--- config.mk ---
export PLATFORM = sky130hd
export DESIGN_NAME = param_stack
export DESIGN_NICKNAME = d
export VERILOG_FILES = /design/src/rtl/param_stack.sv
export SDC_FILE = /design/constraint.sdc
export NUM_CORES = 1
export LEC_CHECK = 0
export CORE_ASPECT_RATIO = 0.5
export CORE_UTILIZATION = 30
export CTS_CLUSTER_SIZE = 16
export DETAILED_ROUTE_END_ITERATION = 16
export RECOVER_POWER = 50
export SYNTH_ARGS = -nofsm -noshare
export SYNTH_HDL_FRONTEND = slang
export SYNTH_SLANG_ARGS = --single-unit
--- constraint.sdc ---
create_clock -name clk -period 3.03 [get_ports clk]
set_input_delay 0.303 -clock clk [delete_from_list [all_inputs] [get_ports clk]]
set_output_delay 0.303 -clock clk [all_outputs]
set_load 0.02 [all_outputs]
--- src/rtl/param_stack.sv ---
// Parametrised LIFO for return-address and operand storage.
// Replace-top on push+pop, sticky error flags, and an indexed read port.
module param_stack #(
    parameter int WIDTH      = 8,
    parameter int DEPTH_LOG2 = 2
) (
    input  logic                  clk,
    input  logic                  clr,
    input  logic                  push_en,
    input  logic                  pop_en,
    input  logic [WIDTH-1:0]      din,
    input  logic                  err_clr,
    input  logic [DEPTH_LOG2-1:0] peek_idx,
    output logic [WIDTH-1:0]      top,
    output logic [WIDTH-1:0]      peek_data,
    output logic                  peek_hit,
    output logic [DEPTH_LOG2:0]   count,
    output logic                  full,
    output logic                  empty,
    output logic                  overflow,
    output logic                  underflow
);

    localparam int DEPTH = 1 << DEPTH_LOG2;
    localparam int CNT_W = DEPTH_LOG2 + 1;
    localparam logic [CNT_W-1:0] FULL_CNT = CNT_W'(DEPTH);

    logic [WIDTH-1:0]      mem_q [DEPTH];
    logic [WIDTH-1:0]      mem_d [DEPTH];
    logic [CNT_W-1:0]      count_q, count_d;
    logic                  overflow_q, overflow_d;
    logic                  underflow_q, underflow_d;

    logic [DEPTH_LOG2-1:0] wr_ptr;
    logic [DEPTH_LOG2-1:0] top_ptr;
    logic [DEPTH_LOG2-1:0] peek_ptr;
    logic                  ovf_event;
    logic                  unf_event;

    // Low bits of count wrap to 0 when full, so count-1 still lands on DEPTH-1.
    assign wr_ptr   = count_q[DEPTH_LOG2-1:0];
    assign top_ptr  = wr_ptr - DEPTH_LOG2'(1);
    assign peek_ptr = top_ptr - peek_idx;

    assign full      = (count_q == FULL_CNT);
    assign empty     = (count_q == '0);
    assign count     = count_q;
    assign overflow  = overflow_q;
    assign underflow = underflow_q;
    assign top       = empty ? '0 : mem_q[top_ptr];
    assign peek_hit  = ({1'b0, peek_idx} < count_q);
    assign peek_data = peek_hit ? mem_q[peek_ptr] : '0;

    always_comb begin
        mem_d     = mem_q;
        count_d   = count_q;
        ovf_event = 1'b0;
        unf_event = 1'b0;

        if (push_en && pop_en) begin
            if (empty) begin
                mem_d[0] = din;
                count_d  = CNT_W'(1);
            end else begin
                mem_d[top_ptr] = din;
            end
        end else if (push_en) begin
            if (full) begin
                ovf_event = 1'b1;
            end else begin
                mem_d[wr_ptr] = din;
                count_d       = count_q + CNT_W'(1);
            end
        end else if (pop_en) begin
            if (empty) begin
                unf_event = 1'b1;
            end else begin
                count_d = count_q - CNT_W'(1);
            end
        end

        // A new error in the same cycle as err_clr keeps the flag set.
        overflow_d  = ovf_event | (overflow_q & ~err_clr);
        underflow_d = unf_event | (underflow_q & ~err_clr);

        if (clr) begin
            for (int i = 0; i < DEPTH; i++) begin
                mem_d[i] = '0;
            end
            count_d     = '0;
            overflow_d  = 1'b0;
            underflow_d = 1'b0;
        end
    end

    always_ff @(posedge clk) begin
        mem_q       <= mem_d;
        count_q     <= count_d;
        overflow_q  <= overflow_d;
        underflow_q <= underflow_d;
    end

endmodule

After elaboration in Yosys (flattened, before gate mapping)
Index checks and enable logic that the tools add are counted.
{"block": "totals", "regBits": 37, "input_bits": 15, "out_inout_bits": 24, "word_cells": 72}
{"block": "classes", "addsub": 4, "n_lt_le_gt_ge": 6, "n_eq_ne": 6, "mux": 32, "n_bitwise": 8, "reduce_logical": 9}
{"operator": "2-to-1 mux 32 bit", "n": 3}
{"operator": "2-to-1 mux 8 bit", "n": 9}
{"operator": "bitwise mux 32 bit", "n": 2}
{"operator": "binary-select mux 8 bit (select 2 bit)", "n": 2}
{"operator": "demux 8 bit (select 2 bit)", "n": 2}
{"operator": "2-to-1 mux 24 bit", "n": 1}
{"operator": "2-to-1 mux 3 bit", "n": 6}
{"operator": ">= comparator 3 bit (second input constant)", "n": 3}
{"operator": "inverter 2 -> 3 bit", "n": 3}
{"operator": "2-to-1 mux 1 bit", "n": 7}
{"operator": "less-than comparator 3 x 1 -> 1 bit (second input constant)", "n": 2}
{"operator": "inequality test 3 x 2 -> 1 bit (second input constant)", "n": 2}
{"operator": "inequality test 2 bit (second input constant)", "n": 2}
{"operator": "AND reduction 4 bit", "n": 1}
{"operator": "adder 3 x 1 -> 3 bit (second input constant)", "n": 1}
{"operator": "equality test 3 bit (second input constant)", "n": 1}
{"operator": "logical AND 1 bit", "n": 3}
{"operator": "zero test 3 bit", "n": 1}
{"operator": "less-than comparator 2 x 3 -> 1 bit", "n": 1}
{"operator": "AND reduction 3 bit", "n": 1}
{"operator": "nonzero test 3 bit", "n": 1}
{"operator": "subtractor 3 x 1 -> 3 bit (second input constant)", "n": 1}
{"operator": "bitwise AND 1 bit", "n": 2}
{"operator": "inequality test 2 x 1 -> 1 bit (second input constant)", "n": 1}
{"operator": "6 further kinds", "n": 7}

Longest topological paths before layout
{"block": "logic_depth", "depth_word": 9, "ltp_mapped": 8}

Worst setup path after synthesis
No wires, ideal clock.
{"block": "synth_timing", "path_type": "register to output", "start": "register count_q[0], in the netlist count[0]", "end": "output port peek_data[2]", "arrival_ns": 2.565, "required_time_ns": 2.727, "slack_ns": 0.162, "path_stages_with_launch": 8, "n_path_buf": 2, "cell_sequence": "dfxtp_1 -> buf_2 -> inv_1 -> ha_1 -> buf_6 -> xnor2_1 -> mux4_2 -> and2b_1"}
{"block": "synth_between", "elab_chain_len": 7}
{"item": "start: declaration", "line_no": "30", "rtl": "logic [CNT_W-1:0] count_q, count_d;"}
{"item": "start signal: assignment", "line_no": "98", "rtl": "count_q <= count_d;"}
{"item": "subtractor 2 x 1 -> 2 bit", "line_no": "42", "rtl": "assign top_ptr = wr_ptr - DEPTH_LOG2'(1);"}
{"item": "subtractor 2 bit", "line_no": "43", "rtl": "assign peek_ptr = top_ptr - peek_idx;"}
{"item": "inverter 2 -> 3 bit (not written as such)", "line_no": "52", "rtl": "assign peek_data = peek_hit ? mem_q[peek_ptr] : '0;"}
{"item": "binary-select mux 8 bit (select 2 bit)", "line_no": "52"}
{"item": "2-to-1 mux 8 bit (not written as such) (2 in series)", "line_no": "52"}
{"item": "2-to-1 mux 8 bit (*)", "line_no": "52"}
{"item": "end: declaration", "line_no": "15", "rtl": "output logic [WIDTH-1:0] peek_data,"}
Mark *: on every way between the ends. The rest lies on a longest branch, timed or not. The select of a mux whose other input is x is not followed.

Worst setup path in the final report
{"block": "layout_timing", "start": "register count_q[1], in the netlist count[1]", "end": "output port peek_data[1]"}
The elaborated chain is that of the path after synthesis.

==> flow_summary.toml <==
[status]
status = "finished clean"

[timing]
period_needed_ps = 2900
drv_slew = 0
setup_violations = 0
grt_setup_unrepaired = "no"
finalHoldViolations = 0
whs_ps = 452
slew_headroom_pct = 24.0
period_share_pct = 95.7
timing.setup.tns_ps = 0
worstMarginPinSlew_ps = 1130
fmax_ghz = 0.345
skew_ps = 3.69

[cts]
holdBufCountCts = 0
cts_made_buffers = 5
cts_buffer_depth = 2
post_cts_buffers = 0
cts_num_sinks = 37
ctsResizeCount = 0
clk-insertion-delay-late_ps = 280
htreeDepth = 2
clockRootBuffer = "clkbuf_16"
clk_pin_slew_ps = 60
cts_tree = "done"

[global_route]
grt_max_degree = 42
antenna_found_initial = 0
grt_overflow = 0
grt_pass1_wl_um = 9050
grt_pass1_vias = 1779
grt_usage_pct = 14.9

[synth]
yosys.area.top_type_share_pct = 32.6
avgSynthCellArea_um2 = 10.5
synthAdderAreaFrac_pct = 4.74
netlist_top_cells_count = "37 x dfxtp_1, 35 x mux2i_1, 26 x nor2_1, 15 x nand2b_1, 13 x mux4_2"
synth_compound_area_share_pct = 6.95
synth.yosys.warnings = 0
synth_cell_type_count = 37
synth.most_common_cell = "dfxtp_1"
synthSimpleGateAreaFrac_pct = 17.5
synth_top_family_by_area = "multiplexers"
netlist_area_mm2 = 0.00227
synth_nets = 239
ys_seq_area_share_pct = 32.6
synthFlopType = "dfxtp_1"
synth.area.mux_share_pct = 31.8
synth_xor_area_share_pct = 1.87
synthArstFlopShare_pct = 0
synth_edf_count = 0
yosys-top-cells-area = "dfxtp_1 33%, mux2i_1 15%, mux4_2 13%, nor2_1 4.3%, nand2b_1 4.1%"
syn_inst = 216
synth_area_leader_cell = "dfxtp_1"
synth_seq_cells = 37

[route]
post_drt_via_cell_ratio = 5.02
post_drt_wl_per_cell_um = 15.6
num_vias = 1773
antenna_left = 0
drt-pass1-iter-count = 4
drt_iter0_drc = 98
drcViolationCount = 0
routed_wl_um = 5520

[place]
dp_hpwl_um = 3880
port_buffers = 38
routabilityCongestion = 0.719
placed_cells = 345

[worst_setup_path]
reg2reg_to = "mem_q[0]"
crit_type = "reg -> out"
crit_path_end_kind = "output port"
r2r.worst_path.cells = 7
worstSetupStartpoint = "count[1]"
path_delay_family = "buffers and inverters"
cp.arrival_ps = 2600
crit_path_cell_trace = "inv_1, ha_1, xnor2_1, buf_4, mux4_1, and2b_1, clkdlybuf4s50_1"
path_depth = 7
critPathMaxStageDelay_ps = 530
endpoint = "peek_data[1]"
critPathLaunchType = "flip-flop"
critical_path_required_ps = 2730
crit_slowest_cell = "clkdlybuf4s50_1"
r2r_setup_slack_ps = 240
critPathBufInv = 3
cp_max_fo = 8
rr_startpoint = "count[1]"

[floorplanning]
die_w_um = 125
coreArea_mm2 = 0.00699
die-area_mm2 = 0.00794
die_h_um = 63.5
rows = 21
start_util_pct = 32.5
num_io_pins = 39

[final_layout]
nNetsFinal = 283
area_growth_pct = 28.4
fin_cells = 353
final_core_util_pct = 41.7
diodes = 0
drive_gt1_share_pct = 12.3

[flow_run]
max_cap_viol_count = 0

[power]
powerDensity_mw_per_mm2 = 846
leakagePower_nw = 1.18
ir_drop_mv = 0.257

[min_path]
min-delay-path-class = "reg -> reg"
## worst register-to-register path: cells and delay by family (launching register included)
family,cells,cell delay (ps)
AO/OA/AOI/OAI,1,900
buffers and inverters,2,630
flip-flops,1,370
AND/OR/NAND/NOR,2,350
multiplexers,1,280
adder cells (fa/ha/maj),1,190
## metrics by stage
step	power (W)	setup WS, ps	area [um2]
after floorplan	0.00150	162	2270
after global placement	0.00197	204	2800
after detailed placement	0.00200	158	2800
after CTS	0.00251	107	2940
after global routing	0.00261	16.4	2920
final	0.00247	130	2920
## flip-flops by register name (all words and copies together) (netlist names)
register   cells
mem_q         32
count          3
overflow       1
underflow      1
## cells by family after synthesis
kind of cell,Yosys count
compound gates,20
buf+inv,21
xor+xnor,4
simple gates,75
fa+ha+maj,8
flops,37
mux,51
## area by class of cell
class | count | area (um2)
clock buffers | 6 | 129
clock inverters | 2 | 15.0
fillers | 659 | 4070
inverters | 8 | 30.0
multi-input cells | 158 | 1410
flip-flops and latches | 37 | 741
well taps | 92 | 115
repair buffers | 50 | 472
## layer usage
layer  track usage (%)  vias to the layer above  share of wire (%)
met5                 0                        -                  0
met4              2.74                        0               0.80
met3              4.16                        6                4.7
met2              25.9                       41                 50
met1              18.5                      873                 45
li1                  -                      853                  -
## worst min path at each step
stage / start / endpoint / slack [ps] / cells after the start
after floorplan: din[0] / mem_q[0] / 440 / 2
after global placement: overflow / overflow / 440 / 2
after detailed placement: overflow / overflow / 450 / 2
after CTS: overflow / overflow / 460 / 2
after global routing: overflow / overflow / 480 / 2
final: overflow / overflow / 450 / 2
## placed cells by master, fill, tap and decap left out, drive strengths merged, types with 9 or more instances in the layout
master,count
buf,9
clkbuf,9
clkdlybuf4s50,32
dfxtp,37
mux2i,35
mux4,16
nand2b,15
nor2,26
nor2b,9
## report_power, final
part           switching (W)  internal, W
clock               0.000198     0.000305
combinational       0.000708     0.000635
sequential         0.0000663     0.000556
total               0.000972      0.00150
Power figures use the tool's default switching activity.
